$ cat config.mk
export PLATFORM = sky130hd
export DESIGN_NAME = background_control_flat
export DESIGN_NICKNAME = d
export VERILOG_FILES = /design/src/rtl/background_control_pkg.sv /design/src/rtl/background_control_if.sv /design/src/rtl/background_control_pixel_select.sv /design/src/rtl/background_control.sv /design/src/flat_wrapper.sv
export SDC_FILE = /design/constraint.sdc
export NUM_CORES = 1
export LEC_CHECK = 0
export CAP_MARGIN = 15
export CORE_MARGIN = 2
export CORE_UTILIZATION = 52
export CTS_BUF_LIST = sky130_fd_sc_hd__clkbuf_2
export DETAILED_ROUTE_END_ITERATION = 7
export DONT_BUFFER_PORTS = 1
export GPL_TIMING_DRIVEN = 1
export PLACE_DENSITY = 0.67
export SETUP_SLACK_MARGIN = 0.3
export SYNTH_ARGS = -nofsm -noshare
export SYNTH_HDL_FRONTEND = slang
export SYNTH_SLANG_ARGS = --single-unit
$ cat constraint.sdc
create_clock -name clk -period 5.7 [get_ports clk]
set_input_delay 0.57 -clock clk [delete_from_list [all_inputs] [get_ports clk]]
set_output_delay 0.57 -clock clk [all_outputs]
set_load 0.02 [all_outputs]
$ cat src/rtl/background_control_pkg.sv
// Shared types and constants for the 4-layer tiled background renderer.
package bg_pkg;

  typedef enum logic [1:0] {IDLE, FETCH, DRAW} state_t;

  localparam int NUM_LAYERS      = 4;
  localparam int TILES_PER_LAYER = 4;
  localparam int PIX_PER_TILE    = 4;
  localparam int FETCH_CYCLES    = 32;
  localparam int DRAW_CYCLES     = 16;

  typedef logic [1:0] colour_t;
  localparam colour_t TRANSPARENT = 2'b00;

  // One bitplane row per tile; bit 3 is the leftmost pixel.
  typedef logic [PIX_PER_TILE-1:0] row_t;
  typedef row_t [TILES_PER_LAYER-1:0] layerRows_t;
  typedef layerRows_t [NUM_LAYERS-1:0] rowStore_t;
  typedef logic [NUM_LAYERS-1:0][3:0] panSet_t;

endpackage

$ cat src/rtl/background_control_if.sv
// Memory-side bus of the background renderer: char map, tile rows and palette.
interface background_control_if;
  logic [3:0] charAddrOut;
  logic [3:0] charDataIn;
  logic [3:0] tileLowAddrOut;
  logic [3:0] tileHighAddrOut;
  logic [3:0] tileLowDataIn;
  logic [3:0] tileHighDataIn;
  logic [3:0] palAddrOut;
  logic [3:0] palDataIn;

  modport master (
    output charAddrOut, tileLowAddrOut, tileHighAddrOut, palAddrOut,
    input  charDataIn, tileLowDataIn, tileHighDataIn, palDataIn
  );

  modport slave (
    input  charAddrOut, tileLowAddrOut, tileHighAddrOut, palAddrOut,
    output charDataIn, tileLowDataIn, tileHighDataIn, palDataIn
  );
endinterface

$ cat src/rtl/background_control_pixel_select.sv
// Combinational pixel resolver: per-layer pan wrap, bit select and layer priority.
module bg_pixel_select
  import bg_pkg::*;
(
  input  rowStore_t  lowRows,
  input  rowStore_t  highRows,
  input  logic [3:0] x,
  input  panSet_t    pans,
  output logic [3:0] palAddr
);

  logic [3:0] pos    [NUM_LAYERS];
  logic [1:0] bitSel [NUM_LAYERS];
  colour_t    col    [NUM_LAYERS];

  for (genvar l = 0; l < NUM_LAYERS; l++) begin : gLayer
    // 4-bit add wraps the scroll around the 16-pixel line.
    assign pos[l]    = x + pans[l];
    assign bitSel[l] = 2'd3 - pos[l][1:0];
    assign col[l]    = {highRows[l][pos[l][3:2]][bitSel[l]],
                        lowRows[l][pos[l][3:2]][bitSel[l]]};
  end

  // Walk from lowest to highest priority so layer 0 wins last.
  always_comb begin
    palAddr = '0;
    for (int l = NUM_LAYERS - 1; l >= 0; l--) begin
      if (col[l] != TRANSPARENT) palAddr = {2'(l), col[l]};
    end
  end

endmodule

$ cat src/rtl/background_control.sv
// Per-scanline 4-layer tiled background renderer (FETCH then DRAW of 16 pixels).
// Define BG_PAN_EN to enable per-layer horizontal pan; otherwise pans are ignored.
module background_control
  import bg_pkg::*;
(
  input  logic                 clk,
  input  logic                 rst_n,
  input  logic                 lineStarting,
  input  logic [3:0]           layer0Pan,
  input  logic [3:0]           layer1Pan,
  input  logic [3:0]           layer2Pan,
  input  logic [3:0]           layer3Pan,
  background_control_if.master bus,
  output logic [3:0]           pixelOut
);

  state_t     state, nextState;
  logic [4:0] cnt, nextCnt;
  logic [3:0] tileIdx;
  logic [3:0] slot;
  logic [3:0] selAddr;
  rowStore_t  lowStore, highStore;
  panSet_t    pans;

  // Fetch slot s occupies cnt = 2s (char read) and 2s+1 (row read).
  assign slot = cnt[4:1];

  always_ff @(posedge clk) begin
    if (!rst_n) begin
      state <= IDLE;
      cnt   <= '0;
    end else begin
      state <= nextState;
      cnt   <= nextCnt;
    end
  end

  always_comb begin
    nextState = state;
    nextCnt   = cnt + 5'd1;
    if (lineStarting) begin
      nextState = FETCH;
      nextCnt   = '0;
    end else begin
      unique case (state)
        IDLE:  nextCnt = '0;
        FETCH: if (cnt == 5'(FETCH_CYCLES - 1)) begin
                 nextState = DRAW;
                 nextCnt   = '0;
               end
        DRAW:  if (cnt == 5'(DRAW_CYCLES - 1)) begin
                 nextState = IDLE;
                 nextCnt   = '0;
               end
        default: begin
                 nextState = IDLE;
                 nextCnt   = '0;
               end
      endcase
    end
  end

  always_comb begin
    bus.charAddrOut     = '0;
    bus.tileLowAddrOut  = '0;
    bus.tileHighAddrOut = '0;
    bus.palAddrOut      = '0;
    if (state == FETCH) begin
      if (!cnt[0]) bus.charAddrOut = slot;
      else begin
        bus.tileLowAddrOut  = tileIdx;
        bus.tileHighAddrOut = tileIdx;
      end
    end else if (state == DRAW) begin
      bus.palAddrOut = selAddr;
    end
  end

  // ---- fetch capture and output pixel register ----
  always_ff @(posedge clk) begin
    if (!rst_n) begin
      pixelOut  <= '0;
      tileIdx   <= '0;
      lowStore  <= '0;
      highStore <= '0;
    end else begin
      pixelOut <= (state == DRAW && !lineStarting) ? bus.palDataIn : 4'd0;
      if (state == FETCH) begin
        if (!cnt[0]) tileIdx <= bus.charDataIn;
        else begin
          lowStore[slot[3:2]][slot[1:0]]  <= bus.tileLowDataIn;
          highStore[slot[3:2]][slot[1:0]] <= bus.tileHighDataIn;
        end
      end
    end
  end

`ifdef BG_PAN_EN
  always_ff @(posedge clk) begin
    if (!rst_n)            pans <= '0;
    else if (lineStarting) pans <= {layer3Pan, layer2Pan, layer1Pan, layer0Pan};
  end
`else
  logic unusedPans;
  assign unusedPans = ^{layer3Pan, layer2Pan, layer1Pan, layer0Pan};
  assign pans       = '0;
`endif

  bg_pixel_select uSelect (
    .lowRows  (lowStore),
    .highRows (highStore),
    .x        (cnt[3:0]),
    .pans     (pans),
    .palAddr  (selAddr)
  );

endmodule

$ cat src/flat_wrapper.sv
// flat-port wrapper written by rule: the top's interface ports become plain ports
module background_control_flat import bg_pkg::*;
  (clk, rst_n, lineStarting, layer0Pan, layer1Pan, layer2Pan, layer3Pan, pixelOut, bus_charAddrOut, bus_tileLowAddrOut, bus_tileHighAddrOut, bus_palAddrOut, bus_charDataIn, bus_tileLowDataIn, bus_tileHighDataIn, bus_palDataIn);
  background_control_if bus_i ();
  input  logic clk;
  input  logic rst_n;
  input  logic lineStarting;
  input  logic [3:0] layer0Pan;
  input  logic [3:0] layer1Pan;
  input  logic [3:0] layer2Pan;
  input  logic [3:0] layer3Pan;
  output logic [3:0] pixelOut;
  output wire logic [$bits(bus_i.charAddrOut)-1:0] bus_charAddrOut;
  output wire logic [$bits(bus_i.tileLowAddrOut)-1:0] bus_tileLowAddrOut;
  output wire logic [$bits(bus_i.tileHighAddrOut)-1:0] bus_tileHighAddrOut;
  output wire logic [$bits(bus_i.palAddrOut)-1:0] bus_palAddrOut;
  input wire logic [$bits(bus_i.charDataIn)-1:0] bus_charDataIn;
  input wire logic [$bits(bus_i.tileLowDataIn)-1:0] bus_tileLowDataIn;
  input wire logic [$bits(bus_i.tileHighDataIn)-1:0] bus_tileHighDataIn;
  input wire logic [$bits(bus_i.palDataIn)-1:0] bus_palDataIn;
  assign bus_charAddrOut = bus_i.charAddrOut;
  assign bus_tileLowAddrOut = bus_i.tileLowAddrOut;
  assign bus_tileHighAddrOut = bus_i.tileHighAddrOut;
  assign bus_palAddrOut = bus_i.palAddrOut;
  assign bus_i.charDataIn = bus_charDataIn;
  assign bus_i.tileLowDataIn = bus_tileLowDataIn;
  assign bus_i.tileHighDataIn = bus_tileHighDataIn;
  assign bus_i.palDataIn = bus_palDataIn;
  background_control u_core (.clk(clk), .rst_n(rst_n), .lineStarting(lineStarting), .layer0Pan(layer0Pan), .layer1Pan(layer1Pan), .layer2Pan(layer2Pan), .layer3Pan(layer3Pan), .bus(bus_i), .pixelOut(pixelOut));
endmodule
==> flow_summary.yaml <==
synth:
  synth-seq-cells: 143
  yosys-top-cells-area: "dfxtp_1, mux2i_1, nor2b_1"
  synth_top_cells_by_count: "dfxtp_1, nor2b_1, mux2i_1, clkbuf_1, nand2_1"
  syn-num-nets: 667
  yosysWarnings: 0
  synthFlopType: "dfxtp_1"
  yosys.area.top_type: "dfxtp_1"
  synthDistinctLibCells: 37
  avgSynthCellArea_um2: 10.8
  synth_top_cell_area_share: 0.423
  synthCells: 624
  synth_area_mm2: 0.00677
  synth_edf_count: 0
  synth-async-reset-ratio: 0
  yosysSeqAreaShare: 0.423
  synth.most_common_cell: "dfxtp_1"
detailed_routing:
  dr.pass1.iters: 5
  drc: 0
  vias: 4469
  drtAntennaViolNets: 0
  initialDrtViolationCount: 292
  viasPerCell: 5.53
  avgRoutedWirePerCell_um: 18.7
  wirelength_um: 15100
placed_design:
  routabilityCongestion: 0.839
  io_buffers: 0
  dp_hpwl_um: 9300
  dpl_worst_slack_ns: 2.05
final_layout:
  layout.nets: 665
  area_growth_pct: 7.45
  layout-drive-gt1-share: 0.120
  nFillCells: 1113
global_route:
  grt_overflow: 0
  grt_pass1_vias: 4498
  antenna_found_initial: 1
  grt_max_degree: 132
  grt_pass1_wl_um: 24600
  grt_util_all_layers: 0.228
timing:
  hold_viol: 0
  rsz0062_at_grt: "false"
  fin_setup_tns_ns: 0
  slew_viol_final: 0
  worst_pin_slew_ns: 0.965
  fmax_ghz: 0.224
  setup_ws_ns: 1.24
  setup_viol: 0
  slew_headroom: 0.356
  period_needed_ns: 4.46
  fin_crit_sh: 0.783
  skew_ns: 0.0167
floorplan:
  core_mm2: 0.0127
  rows: 41
  start_util: 0.534
  io_pins: 55
  dieHeight_um: 118
  dieArea_mm2: 0.0139
  die_w_um: 118
pwr:
  power_leakage_nw: 2.59
  seqPwrFrac: 0.595
  p_int_mw: 1.27
  ir_drop_mv: 0.279
  switching_share: 0.247
  comb_power_share: 0.042
  clockPowerShare: 0.362
  p_sw_mw: 0.417
  p_total_mw: 1.69
  pwr_density_cell_mw_per_mm2: 232
setup_path:
  end_kind: "output port"
  crit_type: "flip-flop to output port"
  crit_fanout: 32
  required_ns: 5.13
  worstPathArrival_ns: 3.89
  critPathLaunchType: "flip-flop"
clocking:
  h-tree-depth: 4
  clkTransAtPathRegs_ns: 0.20
  ctsResizeCount: 0
  clock-sinks: 143
  clk_latency_ns: 0.74
  cts_tree: "built"
  clk_path_buf_depth: 2
  numCtsBuffers: 17
  cts-root-buf: "clkbuf_2"
outcome:
  status: "completed"
min_path:
  min_path_type: "primary input to flip-flop"
flow_run:
  maxCapViolations: 0
## sequential cells by signal (all words and copies together) (netlist names)
register,flops
u_core.tileIdx,4
u_core.cnt,5
u_core.lowStore,64
u_core.pixelOut,4
u_core.highStore,64
u_core.state,2
## power groups by stage
stage	Sequential [mW]	Combinational, mW	Clock [mW]
floorplan	1.03	0.0427	0
global placement	1.03	0.0310	0
detailed placement	1.03	0.0315	0
CTS	1.01	0.0709	0.631
global route	1.01	0.0764	0.670
finish	1.01	0.0712	0.613
## cell type report
| class | instances | area, µm² | share of cell area |
|---|---|---|---|
| Sequential cell | 143 | 2860 | 0.394 |
| Tap cell | 172 | 215 | 0.0296 |
| Timing Repair Buffer | 25 | 255 | 0.0351 |
| Clock inverter | 15 | 171 | 0.0236 |
| Clock buffer | 17 | 85.1 | 0.0117 |
| Antenna cell | 1 | 2.50 | 0.000344 |
| Inverter | 9 | 33.8 | 0.00464 |
| Multi-Input combinational cell | 426 | 3650 | 0.501 |
## what timing repair did
item,4_1_cts,5_1_grt
buffers inserted,0,0
hold buffers,20,0
endpoints found under the hold margin,138,0
## cell usage in the layout, fill, tap and decap left out, types with 3 or more instances in the layout
cell           netlist  routed
dfxtp_1            143     142
nor2b_1            119     119
mux2i_1            117     117
nand2_1             29      29
mux4_2              26      26
nor2_1              20      20
nand3_1             20      20
dlygate4sd3_1        0      19
clkbuf_2             0      17
a21boi_0            16      16
and3_1              12      12
o21ai_0             10      10
inv_1                9       9
mux4_1               8       8
nor2_2               8       8
ha_1                 8       8
clkinvlp_4           0       8
nand2b_1             6       6
o22ai_1              5       5
buf_4                5       5
a22oi_1              4       4
o21a_1               3       3
bufinv_16            0       3
## path summary, 6_finish.rpt
path,start,endpoint,slack (ns),cells past startpoint
hold / removal,rst_n,u_core.state[1],0.16,2
hold reg to reg,u_core.highStore[0],u_core.highStore[0],0.48,2
setup reg to reg,u_core.cnt[0],u_core.highStore[52],2.19,8
setup / recovery,u_core.cnt[2],bus_palAddrOut[2],1.24,7
## metal layers
metal,part of all wire,track usage
met1,0.47,0.292
met2,0.48,0.379
met3,0.038,0.0504
met4,0.016,0.0806
met5,0,0
## kinds of logic (layout without fill, tap and decap cells)
group	Yosys count	in the layout	share of synthesized area
adder cells (fa/ha/maj)	8	8	0.0148
XOR/XNOR	2	2	0.00259
AND/OR/NAND/NOR	223	223	0.188
other	0	1	0
AO/OA/AOI/OAI	42	42	0.0432
flip-flops	143	143	0.423
buffers and inverters	55	66	0.0384
multiplexers	151	151	0.291
## worst max-delay path, cell delays in order (launching register included)
cell     delay [ns]
dfxtp_2        1.00
buf_4          0.38
mux4_1         0.59
a22oi_1        0.18
nand3_1        0.18
nor2_1         0.20
o21ai_0        0.12
a31oi_1        0.51
## stage by stage
| step | std cells | hold WS [ns] | area [µm²] | utilization |
|---|---|---|---|---|
| 6_report | 808 | 0.161 | 7270 | 0.574 |
| 5_1_grt | 808 | 0.120 | 7270 | 0.574 |
| 2_1_floorplan | 624 | 0.439 | 6770 | - |
| 3_5_place_dp | 755 | 0.457 | 6800 | 0.536 |
| 4_1_cts | 807 | 0.0770 | 7270 | 0.574 |
| 3_3_place_gp | 755 | 0.450 | 6800 | 0.536 |
Power figures use the tool's default switching activity.
